**src/rtl/rvc_mem_arb.sv**
```systemverilog
// rvc_mem_arb: shares the single D_MEM port between the core load/store path
// and an external master (program loader / debug port).
// Core has fixed priority. Ext gains priority once it has been starved long enough.
// Ext can lock the port for a bounded burst.
// Each requester gets registered read data one cycle after its read grant.
module rvc_mem_arb #(
  parameter int unsigned StarveLimit = 4,
  parameter int unsigned ExtBurstMax = 8
) (
  input  logic        clk_i,
  input  logic        rst_i,
  // core load/store path
  input  logic        core_req_i,
  input  logic        core_wr_en_i,
  input  logic [31:0] core_addr_i,
  input  logic [31:0] core_wr_data_i,
  input  logic [3:0]  core_byte_en_i,
  output logic        core_gnt_o,
  output logic        core_stall_o,
  output logic        core_rd_valid_o,
  output logic [31:0] core_rd_data_o,
  // external master
  input  logic        ext_req_i,
  input  logic        ext_wr_en_i,
  input  logic [31:0] ext_addr_i,
  input  logic [31:0] ext_wr_data_i,
  input  logic [3:0]  ext_byte_en_i,
  input  logic        ext_lock_i,
  output logic        ext_gnt_o,
  output logic        ext_rd_valid_o,
  output logic [31:0] ext_rd_data_o,
  output logic        ext_owner_o,
  // memory port (async read)
  output logic [31:0] mem_addr_o,
  output logic [31:0] mem_wr_data_o,
  output logic [3:0]  mem_byte_en_o,
  output logic        mem_wr_en_o,
  output logic        mem_rd_en_o,
  input  logic [31:0] mem_rd_data_i
);

  localparam int unsigned StarveW = $clog2(StarveLimit + 1);
  localparam int unsigned BurstW  = $clog2(ExtBurstMax + 1);

  localparam logic [StarveW-1:0] StarveSat = StarveW'(StarveLimit);
  localparam logic [BurstW-1:0]  BurstLast = BurstW'(ExtBurstMax);
  // A one-grant burst completes on the grant that would open it, so never lock.
  localparam bit LockAllowed = (ExtBurstMax > 1);

  typedef enum logic [0:0] {StArb, StLock} state_e;

  state_e             state_q;
  logic [StarveW-1:0] starve_cnt_q;
  logic [BurstW-1:0]  burst_cnt_q;

  logic        core_rd_valid_q, ext_rd_valid_q;
  logic [31:0] core_rd_data_q, ext_rd_data_q;

  logic core_req, ext_req;
  logic core_gnt, ext_gnt;
  logic starve_sat;

  // Requests are ignored while reset is held.
  assign core_req   = core_req_i & ~rst_i;
  assign ext_req    = ext_req_i & ~rst_i;
  assign starve_sat = (starve_cnt_q == StarveSat);

  // Grant decision: Lock hands the port to Ext; otherwise Core wins unless Ext is starved.
  always_comb begin
    core_gnt = 1'b0;
    ext_gnt  = 1'b0;
    if (state_q == StLock) begin
      ext_gnt = ext_req;
    end else if (starve_sat) begin
      ext_gnt  = ext_req;
      core_gnt = core_req & ~ext_req;
    end else begin
      core_gnt = core_req;
      ext_gnt  = ext_req & ~core_req;
    end
  end

  assign core_gnt_o   = core_gnt;
  assign ext_gnt_o    = ext_gnt;
  assign core_stall_o = core_req & ~core_gnt;
  assign ext_owner_o  = (state_q == StLock);

  // Memory mux: the granted requester drives the port, idle port is all zeros.
  always_comb begin
    mem_addr_o    = '0;
    mem_wr_data_o = '0;
    mem_byte_en_o = '0;
    mem_wr_en_o   = 1'b0;
    mem_rd_en_o   = 1'b0;
    if (core_gnt) begin
      mem_addr_o    = core_addr_i;
      mem_wr_data_o = core_wr_data_i;
      mem_byte_en_o = core_byte_en_i;
      mem_wr_en_o   = core_wr_en_i;
      mem_rd_en_o   = ~core_wr_en_i;
    end else if (ext_gnt) begin
      mem_addr_o    = ext_addr_i;
      mem_wr_data_o = ext_wr_data_i;
      mem_byte_en_o = ext_byte_en_i;
      mem_wr_en_o   = ext_wr_en_i;
      mem_rd_en_o   = ~ext_wr_en_i;
    end
  end

  // Arbitration FSM with starvation and burst-length counters.
  always_ff @(posedge clk_i or posedge rst_i) begin
    if (rst_i) begin
      state_q      <= StArb;
      starve_cnt_q <= '0;
      burst_cnt_q  <= '0;
    end else begin
      // Starvation only accrues while arbitrating; any Ext grant resets it.
      if (ext_gnt) begin
        starve_cnt_q <= '0;
      end else if ((state_q == StArb) && ext_req && !starve_sat) begin
        starve_cnt_q <= starve_cnt_q + StarveW'(1);
      end

      unique case (state_q)
        StArb: begin
          if (LockAllowed && ext_gnt && ext_lock_i) begin
            state_q     <= StLock;
            burst_cnt_q <= BurstW'(1);
          end
        end
        StLock: begin
          // Release on unlock, or when this grant completes the maximum burst.
          if (!ext_lock_i || (ext_gnt && (burst_cnt_q + BurstW'(1) == BurstLast))) begin
            state_q     <= StArb;
            burst_cnt_q <= '0;
          end else if (ext_gnt) begin
            burst_cnt_q <= burst_cnt_q + BurstW'(1);
          end
        end
        default: begin
          state_q     <= StArb;
          burst_cnt_q <= '0;
        end
      endcase
    end
  end

  // Read return: capture async read data at the end of each granted read.
  always_ff @(posedge clk_i or posedge rst_i) begin
    if (rst_i) begin
      core_rd_valid_q <= 1'b0;
      ext_rd_valid_q  <= 1'b0;
      core_rd_data_q  <= '0;
      ext_rd_data_q   <= '0;
    end else begin
      core_rd_valid_q <= core_gnt & ~core_wr_en_i;
      ext_rd_valid_q  <= ext_gnt & ~ext_wr_en_i;
      if (core_gnt && !core_wr_en_i) begin
        core_rd_data_q <= mem_rd_data_i;
      end
      if (ext_gnt && !ext_wr_en_i) begin
        ext_rd_data_q <= mem_rd_data_i;
      end
    end
  end

  assign core_rd_valid_o = core_rd_valid_q;
  assign core_rd_data_o  = core_rd_data_q;
  assign ext_rd_valid_o  = ext_rd_valid_q;
  assign ext_rd_data_o   = ext_rd_data_q;

  // Structural invariants of the arbiter.
  a_one_grant: assert property (@(posedge clk_i) disable iff (rst_i)
    !(core_gnt && ext_gnt));
  a_lock_blocks_core: assert property (@(posedge clk_i) disable iff (rst_i)
    (state_q == StLock) |-> !core_gnt);

endmodule
```
**config.mk**
```make
export PLATFORM = sky130hd
export DESIGN_NAME = rvc_mem_arb
export DESIGN_NICKNAME = d
export VERILOG_FILES = /design/src/rtl/rvc_mem_arb.sv
export SDC_FILE = /design/constraint.sdc
export NUM_CORES = 1
export LEC_CHECK = 0
export BUFFER_PORTS_ARGS = -buffer_cell sky130_fd_sc_hd__buf_4
export CORE_AREA = 2 2 123 125
export DETAILED_ROUTE_END_ITERATION = 8
export DIE_AREA = 0 0 125 127
export PLACE_DENSITY = 0.6
export SYNTH_ARGS = -nofsm -noshare
export SYNTH_HDL_FRONTEND = slang
export SYNTH_SLANG_ARGS = --single-unit
```
**constraint.sdc**
```tcl
create_clock -name clk_i -period 2 [get_ports clk_i]
set_input_delay 0.1 -clock clk_i [delete_from_list [all_inputs] [get_ports clk_i]]
set_output_delay 0.1 -clock clk_i [all_outputs]
set_load 0.03 [all_outputs]
```
Word level (Yosys, flattened, before mapping)
Cells that the tools add are included.

Input bits: 175. Logic and storage cells: 63. Output and inout bits: 140. Bits in registers: 74.

$add $sub $neg: 2. Bitwise gates (word level): 14. Equal/unequal tests: 4. Reduce and logical (&&, ||, !) cells: 13. Multiplexer cells: 23.

Operators by type and width (number): $mux W32 (4); $mux W4 (5); $mux W1 (10); $pmux W4 S2 (1); $and A1 B1 Y1 (7); $not A1 Y1 (7); $logic_and A1 B1 Y1 (6); $mux W3 (2); $add A4 B1 Y4 const B (1); $eq A4 B4 Y1 const B (1); $logic_not A1 Y1 (4); $add A3 B1 Y3 const B (1); $eq A3 B3 Y1 const B (1); $ne A3 B1 Y1 const B (1); $ne A2 B1 Y1 const B (1); $pmux W1 S2 (1); $reduce_and A2 Y1 (1); $reduce_bool A2 Y1 (1); $logic_or A1 B1 Y1 (1).

Logic depth before layout (Yosys ltp)
Gate-level depths: netlist of the first run.

Depth in word-level cells: 10. Depth in mapped cells: 9. Gate-level depth less buffers: 7.

Worst setup path after synthesis of the first run
OpenSTA, ideal clock, no wires.

Kind: register to output. Start point: register state_q, in the netlist ext_owner_o. End point: output port core_stall_o. Data arrival time: 2.093 ns. Data required time: 1.900 ns. Setup slack: -0.193 ns. Stages on the path, launching flop included: 6. Buffers on the path: 2. Cell sequence: dfrtp_1 -> nor3b_2 -> a21boi_1 -> buf_4 -> clkbuf_1 -> nor3b_1.

Word-level cells in the longest chain between the ends: 3.

RTL lines: start, declared (line 52) `state_e state_q;`; start signal, assigned (line 113) `state_q <= StArb;`; start signal, assigned (line 127) `state_q <= StLock;`; start signal, assigned (line 134) `state_q <= StArb;`; $mux W1 (line 72) `if (state_q == StLock) begin`; net core_gnt_o (line 18) `output logic core_gnt_o,`; $not A1 Y1 (line 85) `assign core_stall_o = core_req & ~core_gnt;`; $and A1 B1 Y1 (line 85); end, declared (line 19) `output logic core_stall_o,`.

The timed path passes the listed nets, and every way through them passes these cells.

Worst setup path in the final report of the first run
Start point: register starve_cnt_q[0]. End point: output port mem_rd_en_o.

Word-level cells in the longest chain between the ends: 5. Elaborated cells on any way between the ends: 7. Those cells by class: eq/ne: 1; mux: 6.

RTL lines: start, declared (line 53) `logic [StarveW-1:0] starve_cnt_q;`; start signal, assigned (line 121) `starve_cnt_q <= starve_cnt_q + StarveW'(1);`; $eq A3 B3 Y1 (*) (line 66) `assign starve_sat = (starve_cnt_q == StarveSat);`; $mux W1 (line 74) `end else if (starve_sat) begin`; $mux W1 (line 72); $mux W1 (line 101) `end else if (ext_gnt) begin`; $mux W1 (*) (line 95) `if (core_gnt) begin`; end, declared (line 38) `output logic mem_rd_en_o,`.

Every way passes the cells marked *; elsewhere a longest branch is shown, timed or not.

==> results of run 1 <==
[metrics by stage]
step | worst slack [ns] | setup TNS, ns
2_1_floorplan | -0.103 | -0.103
3_3_place_gp | 0.0849 | 0
3_5_place_dp | 0.0241 | 0
4_1_cts | -0.0501 | -0.928
5_1_grt | -0.157 | -8.91
6_report | -0.0960 | -3.07
[cell usage in the layout (no fill, tap or decap), types with 3 or more instances in the layout]
cell | netlist | layout
sky130_fd_sc_hd__mux2_2 | 10 | 7
sky130_fd_sc_hd__buf_4 | 1 | 275
sky130_fd_sc_hd__nand4_1 | 3 | 3
sky130_fd_sc_hd__buf_16 | 0 | 3
sky130_fd_sc_hd__inv_1 | 7 | 4
sky130_fd_sc_hd__mux2_1 | 46 | 41
sky130_fd_sc_hd__ha_1 | 4 | 3
sky130_fd_sc_hd__clkbuf_1 | 9 | 3
sky130_fd_sc_hd__buf_6 | 1 | 68
sky130_fd_sc_hd__dlygate4sd3_1 | 0 | 23
sky130_fd_sc_hd__a22o_1 | 68 | 67
sky130_fd_sc_hd__nor2_1 | 3 | 3
sky130_fd_sc_hd__mux2_4 | 8 | 16
sky130_fd_sc_hd__clkbuf_16 | 0 | 15
sky130_fd_sc_hd__o21ai_0 | 5 | 4
sky130_fd_sc_hd__nand2_1 | 6 | 6
sky130_fd_sc_hd__dfrtp_1 | 74 | 74
sky130_fd_sc_hd__buf_12 | 0 | 9
sky130_fd_sc_hd__inv_2 | 1 | 3
[per-layer routing]
layer	wire length [microns]	up-vias	track usage [%]
met5	0	-	0
met1	6680	2017	21.8
met3	1090	24	4.86
met2	8840	197	32.6
met4	348	0	5.88
li1	-	1858	-
[final timing paths]
check	cells after the start	slack (ns)	start	endpoint
max in group asynchronous	4	1.15	rst_i	core_rd_data_o[18]$_DFFE_PP0P_
min in group asynchronous	4	0.48	rst_i	ext_owner_o$_DFF_PP0_
setup reg to reg	8	0.03	starve_cnt_q[0]$_DFFE_PP0P_	ext_rd_data_o[8]$_DFFE_PP0P_
hold / removal	2	0.01	mem_rd_data_i[25]	core_rd_data_o[25]$_DFFE_PP0P_
setup / recovery	9	-0.1	starve_cnt_q[0]$_DFFE_PP0P_	mem_rd_en_o
hold reg to reg	1	0.49	ext_rd_data_o[14]$_DFFE_PP0P_	ext_rd_data_o[14]$_DFFE_PP0P_
[worst max-delay path: stages (launching register included)]
cell and delay, ns:
sky130_fd_sc_hd__dfrtp_1 0.37, sky130_fd_sc_hd__inv_2 0.07, sky130_fd_sc_hd__ha_4 0.16, sky130_fd_sc_hd__and2_4 0.15, sky130_fd_sc_hd__o21ai_4 0.24, sky130_fd_sc_hd__buf_6 0.15
sky130_fd_sc_hd__nor2_4 0.05, sky130_fd_sc_hd__buf_12 0.13, sky130_fd_sc_hd__or2_1 0.21, sky130_fd_sc_hd__buf_6 0.14
[sequential cells by signal (all words and copies together) (netlist names)]
name	cells
ext_rd_valid_o	1
ext_owner_o	1
ext_rd_data_o	32
core_rd_valid_o	1
starve_cnt_q	3
core_rd_data_o	32
burst_cnt_q	4
[cell usage after synthesis, drive strengths merged]
library cell | n | area, sq um
nand2b | 1 | 6.26
buf | 16 | 119
a31oi | 2 | 12.5
nor2 | 4 | 17.5
a21o | 1 | 7.51
o221ai | 1 | 8.76
o2111ai | 1 | 8.76
a21boi | 3 | 22.5
o211ai | 1 | 7.51
dfrtp | 74 | 1850
nand2 | 6 | 22.5
a21oi | 2 | 10.0
o21ai | 6 | 33.8
nand4 | 3 | 18.8
or2 | 2 | 12.5
inv | 8 | 30.0
a22o | 68 | 596
and3b | 1 | 8.76
nor3b | 2 | 20.0
a32o | 2 | 20.0
nand3 | 2 | 10.0
nor2b | 2 | 20.0
o22ai | 1 | 6.26
clkbuf | 9 | 33.8
and2 | 2 | 12.5
a41oi | 1 | 8.76
xor2 | 1 | 8.76
mux2 | 64 | 751
ha | 4 | 50.1
[timing repair]
action                                  4_1_cts  5_1_grt
setup buffers                                14       11
pin swaps                                     5        3
endpoints found under the setup margin       73      119
hold buffers                                 23        0
resized for setup                            40       62
cloned                                        5        7
hold endpoints to repair                    105        0
[cell type report]
type,count,area share (%)
Clock inverter,2,0.487
Clock buffer,13,3.25
Timing Repair Buffer,385,45.5
Inverter,8,0.487
Sequential cell,74,24.0
Tap cell,184,2.99
Multi-Input combinational cell,183,23.2
[power groups by stage]
stage	Combinational (W)	Sequential [W]	Clock, W
3_5_place_dp	0.00263	0.00207	0
3_3_place_gp	0.00261	0.00207	0
5_1_grt	0.00308	0.00211	0.00168
6_report	0.00295	0.00206	0.00158
2_1_floorplan	0.000763	0.00273	0
4_1_cts	0.00279	0.00206	0.00163
[logic make-up (layout without fill, tap and decap cells)]
family / Yosys count / in the layout / synth area share [%]
xor+xnor: 1 / 1 / 0.235
mux: 64 / 64 / 20.1
compound gates: 89 / 89 / 19.9
buf+inv: 33 / 408 / 4.89
flops: 74 / 74 / 49.6
simple gates: 25 / 25 / 3.99
fa+ha+maj: 4 / 4 / 1.34
==> flow_metrics.py, run 1 <==
metrics = {
    "power_and_ir_drop": {
        "comb_power_share_pct": 44.7,
        "post-layout-total-power_w": 0.00659,
        "power.share.clock_pct": 24.0,
        "sw_frac_of_total_pct": 35.9,
        "seq_power_share_pct": 31.3,
        "p_sw_w": 0.00237,
        "leakage_nw": 3.79,
        "irDropWorstVdd_mv": 0.755,
        "power_per_unit_of_standard_cell_area_nw_per_um2": 856,
        "internal_power_consumption_w": 0.00422,
    },
    "setup_path": {
        "worst_setup_path_end_kind": "output port",
        "critical_path_maximum_fanout": 5,
        "criticalPathCategory": "flop to output port",
        "timing.critical_path.from_type": "flop",
        "cp.arrival_ns": 2.00,
        "worst_ep_required_time_ns": 1.90,
    },
    "synthesis": {
        "synthDistinctLibCells": 41,
        "synth.ff_latch_count": 74,
        "mapped_nets": 469,
        "syn_avg_cell_area_sq_um": 12.9,
        "yosysSeqAreaShare_pct": 49.6,
        "synth.yosys.warnings": 0,
        "mappedNetlistArea_sq_um": 3730,
        "syn_inst": 290,
    },
    "routing": {
        "pre_antenna_drt_iters": 4,
        "drt_iter0_markers": 101,
        "drt-vias-per-instance": 4.82,
        "postRouteAntennaNets": 0,
        "drt-wirelength-per-cell_microns": 20.0,
        "total_drc_errors_in_the_routed_layout": 0,
        "via_count": 4096,
        "wirelength_microns": 17000,
    },
    "global_route": {
        "globalRouteOverflowTotal": 0,
        "grt_first_pass_wirelength_microns": 23000,
        "grtUsageTotal_pct": 18.4,
        "antenna_violations_before_repair": 0,
        "pin_count_of_the_biggest_net_entering_global_routing": 45,
        "number_of_global_route_vias_before_repair": 4183,
    },
    "timing": {
        "setup_viol": 70,
        "clock_skew_ns": 0.00605,
        "final.min_clock_period_ns": 2.10,
        "final_hold_violating_endpoints": 0,
        "setup_ws_ns": -0.0960,
        "rsz0062_at_grt": "yes",
        "post-route-period-util_pct": 105,
        "worstMarginPinSlew_ns": 0.490,
        "slew_viol_final": 0,
        "max_slew_margin_pct": 67.4,
        "final.hold.worst_slack_ns": 0.0124,
        "maxClockFrequency_mhz": 477,
    },
    "finish": {
        "final_cell_area_sq_um": 7700,
        "final_nets": 840,
        "multiInputGateArea_sq_um": 1790,
        "utilization_pct": 53.4,
        "antenna_cells": 0,
        "num-fill-cells": 1223,
        "seq_area_sq_um": 1850,
        "post_layout_instance_count_excluding_filler_cells": 849,
        "layout-area-overhead-vs-synth_pct": 106,
        "layout-drive-gt1-share_pct": 62.0,
    },
    "die": {
        "site_row_count": 44,
        "dieHeight_microns": 127,
        "fp.dieArea_sq_um": 15900,
        "initial_standard_cell_utilization_of_the_core_pct": 25.9,
        "io_pins": 315,
        "design.core.area_sq_um": 14400,
        "fp.dieW_microns": 125,
    },
    "clock_tree": {
        "cts-root-to-sink-buffers": 2,
        "cts_made_buffers": 9,
        "clk_latency_ns": 0.33,
        "path_clk_slew_ns": 0.05,
        "tritoncts_clock_tree": "built",
        "clock_tree.root_cell": "sky130_fd_sc_hd__clkbuf_16",
        "clock_sinks": 74,
        "ctsHtreeMaxLevel": 3,
    },
    "run_status": {
        "failed_checks": "setup timing",
        "status": "finished with violations",
    },
    "place": {
        "dpl_cell_area_sq_um": 6350,
        "post-dp-hpwl_microns": 11500,
        "place.detailed.instances": 776,
        "io_buffers": 314,
        "finalWeightedCongestion": 0.952,
    },
    "job": {
        "timing.max_cap.violations": 0,
    },
    "min_path": {
        "holdCritPathClass": "input pin to flop",
    },
}
Note: power is estimated with default switching activity, not from simulation.
==> run 2, diff against run 1 <==
Settings changed: BUFFER_PORTS_ARGS -buffer_cell sky130_fd_sc_hd__buf_4 to -buffer_cell sky130_fd_sc_hd__clkbuf_2.
==> run 2 against run 1 <==
Net effect:
- the run still ends with setup timing left
- global-route usage increased by 1.2 points
- combinational power about the same
- register-to-register slack got worse by 0.07 ns
- setup slack lost 0.050 ns
- clock skew increased by 0.0030 ns
- critical path type unchanged
- utilization is 1.0 points lower
- sequential power about the same
- hold slack improved by 0.010 ns
==> flow_metrics.py, run 2 (synthesis gave the netlist of run 1 again) <==
metrics = {
    "timing": {
        "max_slew_margin_pct": 58.6,
        "rsz0062_at_grt": "yes",
        "worstMarginPinSlew_ns": 0.621,
        "setup_ws_ns": -0.146,
        "slew_viol_final": 0,
        "final.min_clock_period_ns": 2.15,
        "post-route-period-util_pct": 107,
        "setup_viol": 82,
        "clock_skew_ns": 0.00905,
        "maxClockFrequency_mhz": 466,
        "final_hold_violating_endpoints": 0,
    },
    "place": {
        "io_buffers": 314,
        "post-dp-hpwl_microns": 10700,
        "placement.setup.worst_slack_ns": 0.0197,
        "dpl_cell_area_sq_um": 5570,
        "finalWeightedCongestion": 0.777,
    },
    "setup_path": {
        "worstPathBufferInverterCount": 5,
        "timing.critical_path.max_delay_family": "buffers and inverters",
        "criticalPathCategory": "flop to output port",
        "timing.critical_path.from_type": "flop",
        "crit_path_cell_trace": "inv_2 > ha_4 > and2_4 > buf_6 > o21ai_4 > inv_6 > buf_12 > a22o_1 > clkbuf_8",
        "worst_setup_path_end_kind": "output port",
        "worst_ep_required_time_ns": 1.90,
        "critical_path_maximum_fanout": 28,
        "cp.arrival_ns": 2.05,
        "crit_path_top_delay_cell": "sky130_fd_sc_hd__dfrtp_1",
        "crit_path_max_incr_delay_ns": 0.36,
    },
    "global_route": {
        "globalRouteOverflowTotal": 0,
        "pin_count_of_the_biggest_net_entering_global_routing": 49,
        "number_of_global_route_vias_before_repair": 4439,
        "antenna_violations_before_repair": 1,
        "grt_first_pass_wirelength_microns": 24400,
        "grtUsageTotal_pct": 19.6,
    },
    "clock_tree": {
        "cts_made_buffers": 9,
        "ctsHtreeMaxLevel": 3,
        "clock_sinks": 74,
        "path_clk_slew_ns": 0.06,
        "clock_tree.root_cell": "sky130_fd_sc_hd__clkbuf_16",
        "cts-root-to-sink-buffers": 2,
        "tritoncts_clock_tree": "built",
        "clk_latency_ns": 0.33,
    },
    "die": {
        "io_pins": 315,
        "initial_standard_cell_utilization_of_the_core_pct": 25.9,
        "fp.dieArea_sq_um": 15900,
        "design.core.area_sq_um": 14400,
        "dieHeight_microns": 127,
        "fp.dieW_microns": 125,
        "site_row_count": 44,
    },
    "routing": {
        "drt-vias-per-instance": 4.82,
        "postRouteAntennaNets": 0,
        "pre_antenna_drt_iters": 4,
        "via_count": 4096,
        "drt_iter0_markers": 150,
        "total_drc_errors_in_the_routed_layout": 0,
        "drt-wirelength-per-cell_microns": 20.4,
        "wirelength_microns": 17300,
    },
    "finish": {
        "final_cell_area_sq_um": 7560,
        "seq_area_sq_um": 1850,
        "leading_cell_type_in_the_layout_fill_and_taps_excluded": "sky130_fd_sc_hd__clkbuf_2",
        "utilization_pct": 52.4,
        "final_nets": 838,
        "layout_common_cells": "241 x sky130_fd_sc_hd__clkbuf_2, 74 x sky130_fd_sc_hd__dfrtp_1, 65 x sky130_fd_sc_hd__a22o_1",
        "num-fill-cells": 1234,
        "multiInputGateArea_sq_um": 1950,
        "layout-drive-gt1-share_pct": 68.6,
        "layout-area-overhead-vs-synth_pct": 102,
    },
    "power_and_ir_drop": {
        "leakage_nw": 3.85,
        "power_per_unit_of_standard_cell_area_nw_per_um2": 855,
        "irDropWorstVdd_mv": 0.759,
        "post-layout-total-power_w": 0.00646,
    },
    "run_status": {
        "failed_checks": "setup timing",
        "status": "finished with violations",
    },
    "job": {
        "timing.max_cap.violations": 0,
    },
    "min_path": {
        "holdCritPathClass": "input pin to flop",
    },
}
run 2: cell types whose count changed in the layout (fill, tap and decap cells not counted), sizes merged:
| cell | previous run | this run |
|---|---|---|
| dlygate4sd3 | 23 | 17 |
| clkbuf | 19 | 317 |
| clkinv | 0 | 4 |
| diode | 0 | 2 |
| bufbuf | 1 | 0 |
| buf | 355 | 59 |
| bufinv | 1 | 0 |
run 2: power breakdown:
group          switching [W]  leakage, nW  internal (W)
combinational        0.00161         2.82       0.00131
clock               0.000607        0.134      0.000861
sequential          0.000223        0.896       0.00185
run 2: path summary, 6_finish.rpt:
| check | slack, ns | to | start | cells past startpoint |
|---|---|---|---|---|
| max | -0.15 | mem_addr_o[29] | starve_cnt_q[1]$_DFFE_PP0P_ | 9 |
| min | 0.02 | core_rd_data_o[8]$_DFFE_PP0P_ | mem_rd_data_i[8] | 2 |
| max reg2reg | -0.04 | core_rd_data_o[17]$_DFFE_PP0P_ | starve_cnt_q[1]$_DFFE_PP0P_ | 10 |
| min reg2reg | 0.48 | ext_rd_data_o[6]$_DFFE_PP0P_ | ext_rd_data_o[6]$_DFFE_PP0P_ | 1 |
| max in group asynchronous | 1.01 | core_rd_data_o[8]$_DFFE_PP0P_ | rst_i | 4 |
| min in group asynchronous | 0.46 | ext_owner_o$_DFF_PP0_ | rst_i | 4 |
run 2: layout make-up:
| cell class | count | share of cell area, % |
|---|---|---|
| diodes | 2 | 0.0662 |
| clock buffers | 10 | 3.16 |
| clock inverters | 5 | 0.414 |
| inverters | 8 | 0.464 |
| multi-input cells | 183 | 25.9 |
| flip-flops and latches | 74 | 24.5 |
| well taps | 184 | 3.05 |
| repair buffers | 383 | 42.5 |
run 2: metal layers:
metal	up-vias	GRT usage (%)	share of wire, %
met5	-	0	0
met4	0	9.74	3.2
met3	24	5.23	6.7
met2	209	34.7	53
met1	2015	21.8	37
li1	1848	-	-
run 2: per-stage QoR:
stage	TNS (ns)	hold WS [ns]	std cells
2_1_floorplan	-0.103	0.235	290
3_3_place_gp	0	0.242	777
3_5_place_dp	0	0.252	777
4_1_cts	-7.12	0.000602	840
5_1_grt	-13.77	0.0106	849
6_report	-7.16	0.0226	849
run 2: timing repair:
item | 4_1_cts | 5_1_grt
endpoints found under the setup margin | 73 | 136
pin swaps | 6 | 11
setup buffers | 21 | 5
cloned | 10 | 4
hold buffers | 17 | 0
gates resized for setup | 177 | 81
hold endpoints to repair | 47 | 0
==> run 3, diff against run 2 <==
Settings changed: CORE_AREA 2 2 123 125 to 2 2 124 126, DIE_AREA 0 0 125 127 to 0 0 126 128, PLACE_DENSITY 0.6 to 0.57.
Clock period 2 ns to 2.3 ns, I/O delays scaled along.
==> run 3 against run 2 <==
Net effect:
- the flow now finishes without violations
- power down 19%
- sequential power down 14%
- via count down 6.4%
- setup slack better by 0.25 ns
- cell area down 17%
- cell count down 4.2%
- clock skew down 0.0024 ns
- routed wire length down 16%
- sequential cell count unchanged
- clock-buffer cell count up 2
- hold slack worse by 0.0079 ns
- first-iteration DRC count up 16%
==> flow_metrics.py, run 3 (synthesis gave the netlist of run 1 again) <==
metrics = {
    "power_and_ir_drop": {
        "power_per_unit_of_standard_cell_area_nw_per_um2": 836,
        "leakage_nw": 3.30,
        "irDropWorstVdd_mv": 0.695,
    },
    "die": {
        "dieHeight_microns": 128,
        "fp.dieW_microns": 126,
        "io_pins": 315,
        "design.core.area_sq_um": 14900,
        "fp.dieArea_sq_um": 16100,
        "initial_standard_cell_utilization_of_the_core_pct": 25.1,
        "site_row_count": 45,
    },
    "timing": {
        "final.min_clock_period_ns": 2.19,
        "maxClockFrequency_mhz": 456,
        "worstMarginPinSlew_ns": 0.428,
        "post-route-period-util_pct": 95.4,
        "max_slew_margin_pct": 71.5,
        "rsz0062_at_grt": "yes",
        "final_hold_violating_endpoints": 0,
        "setup_viol": 0,
        "setup-tns-final_ns": 0,
        "slew_viol_final": 0,
        "clock_skew_ns": 0.00662,
    },
    "clock_tree": {
        "clock_tree.root_cell": "sky130_fd_sc_hd__clkbuf_16",
        "tritoncts_clock_tree": "built",
        "clock_sinks": 74,
        "clk_latency_ns": 0.33,
        "cts-root-to-sink-buffers": 2,
        "ctsHtreeMaxLevel": 3,
        "path_clk_slew_ns": 0.06,
        "cts_made_buffers": 9,
    },
    "finish": {
        "final_nets": 801,
        "utilization_pct": 42.2,
        "leading_cell_type_in_the_layout_fill_and_taps_excluded": "sky130_fd_sc_hd__clkbuf_2",
        "layout-drive-gt1-share_pct": 61.8,
        "antenna_cells": 0,
        "layout-area-overhead-vs-synth_pct": 67.8,
        "layout_common_cells": "259 x sky130_fd_sc_hd__clkbuf_2, 74 x sky130_fd_sc_hd__dfrtp_1, 66 x sky130_fd_sc_hd__a22o_1",
    },
    "global_route": {
        "grt_first_pass_wirelength_microns": 19300,
        "pin_count_of_the_biggest_net_entering_global_routing": 75,
        "number_of_global_route_vias_before_repair": 3669,
        "globalRouteOverflowTotal": 0,
        "antenna_violations_before_repair": 0,
        "grtUsageTotal_pct": 15.4,
    },
    "routing": {
        "drt-wirelength-per-cell_microns": 17.9,
        "via_count": 3834,
        "drt_iter0_markers": 174,
        "drt-vias-per-instance": 4.72,
        "total_drc_errors_in_the_routed_layout": 0,
        "postRouteAntennaNets": 0,
        "wirelength_microns": 14600,
        "pre_antenna_drt_iters": 4,
    },
    "setup_path": {
        "reg2reg_from": "starve_cnt_q[0]$_DFFE_PP0P_",
        "destination_of_the_worst_register_to_register_timing_path": "ext_rd_data_o[2]$_DFFE_PP0P_",
        "crit_path_top_delay_cell": "sky130_fd_sc_hd__dfrtp_1",
        "cp-startpoint": "starve_cnt_q[0]$_DFFE_PP0P_",
        "crit_path_max_incr_delay_ns": 0.34,
        "critical_path_maximum_fanout": 18,
        "rr_worst_depth": 9,
        "timing.critical_path.from_type": "flop",
        "crit_path_cell_trace": "inv_1 > ha_1 > and2_2 > a21boi_4 > buf_4 > clkbuf_16 > a22o_1 > buf_2",
        "criticalPathCategory": "flop to output port",
        "cp.arrival_ns": 2.08,
        "worstPathBufferInverterCount": 4,
        "timing.critical_path.max_delay_family": "buffers and inverters",
        "worst_ep_required_time_ns": 2.18,
        "ff2ff_setup_slack_ns": 0.23,
        "worst_setup_path_end_kind": "output port",
    },
    "min_path": {
        "worst_hold_path_startpoint": "mem_rd_data_i[15]",
        "worst_hold_path.endpoint": "ext_rd_data_o[15]$_DFFE_PP0P_",
        "holdCritPathClass": "input pin to flop",
        "timing.hold.worst_path_depth": 2,
    },
    "run_status": {
        "status": "finished, final reports clean",
    },
    "place": {
        "finalWeightedCongestion": 0.761,
        "io_buffers": 314,
        "post-dp-hpwl_microns": 10100,
    },
    "job": {
        "timing.max_cap.violations": 0,
    },
}
run 3: changes by cell type in the layout (fill, tap and decap cells not counted), sizes merged:
| cell | previous run | this run |
|---|---|---|
| clkinv | 4 | 0 |
| clkbuf | 317 | 305 |
| diode | 2 | 0 |
| buf | 59 | 51 |
| bufinv | 0 | 1 |
| dlygate4sd3 | 17 | 2 |
run 3: area by class of cell:
| cell class | instances | area, sq um |
|---|---|---|
| Clock buffer | 12 | 256 |
| Clock inverter | 2 | 37.5 |
| Fill cell | 1450 | 8600 |
| Inverter | 8 | 32.5 |
| Multi-Input combinational cell | 183 | 1740 |
| Sequential cell | 74 | 1850 |
| Tap cell | 188 | 235 |
| Timing Repair Buffer | 346 | 2110 |
run 3: worst max-delay path by stage:
stage                     slack, ns  depth (start not counted)           endpoint
after CTS                     0.009                          8        mem_rd_en_o
after floorplan                0.09                          5       core_stall_o
after detailed placement       0.23                          8  mem_wr_data_o[29]
after global placement         0.27                          8  mem_wr_data_o[30]
final                          0.11                          8  mem_wr_data_o[16]
after global routing          -0.03                          9        mem_wr_en_o
run 3: worst reg2reg max path, delay by kind of cell (launching register included):
family / cells / cell delay [ns]
compound gates: 1 / 0.08
fa+ha+maj: 1 / 0.16
buf+inv: 4 / 0.58
flops: 1 / 0.38
mux: 1 / 0.31
simple gates: 2 / 0.44
run 3: what timing repair did:
| action | 4_1_cts | 5_1_grt |
|---|---|---|
| cloned | 2 | 4 |
| resized for setup | 2 | 123 |
| endpoints found under the hold margin | 75 | 0 |
| buffers inserted | 1 | 16 |
| endpoints found under the setup margin | 68 | 43 |
| hold buffers | 2 | 0 |
| pin swaps | 2 | 2 |
run 3: stage by stage:
step           cell area, sq um  cells  total power, W  hold WS (ns)  setup slack, ns
6_report                   6270    813         0.00524        0.0148            0.107
5_1_grt                    6270    813         0.00550       0.00417          -0.0345
4_1_cts                    5920    793         0.00522      0.000310          0.00859
3_5_place_dp               5520    774         0.00374         0.296            0.230
3_3_place_gp               5520    774         0.00372         0.296            0.272
2_1_floorplan              3730    290         0.00304         0.250           0.0920
run 3: power by group:
group / internal, W / total [W] / switching, W
sequential: 0.00161 / 0.00178 / 0.000173
combinational: 0.000752 / 0.00205 / 0.00130
clock: 0.000887 / 0.00140 / 0.000516
total: 0.00325 / 0.00524 / 0.00199
run 3: metal layers:
layer	global-route usage [%]	part of all wire [%]	vias to the layer above
met5	0	0	-
met1	18.0	37	1857
li1	-	-	1759
met3	4.47	8.7	16
met4	6.66	2.2	0
met2	26.3	52	202
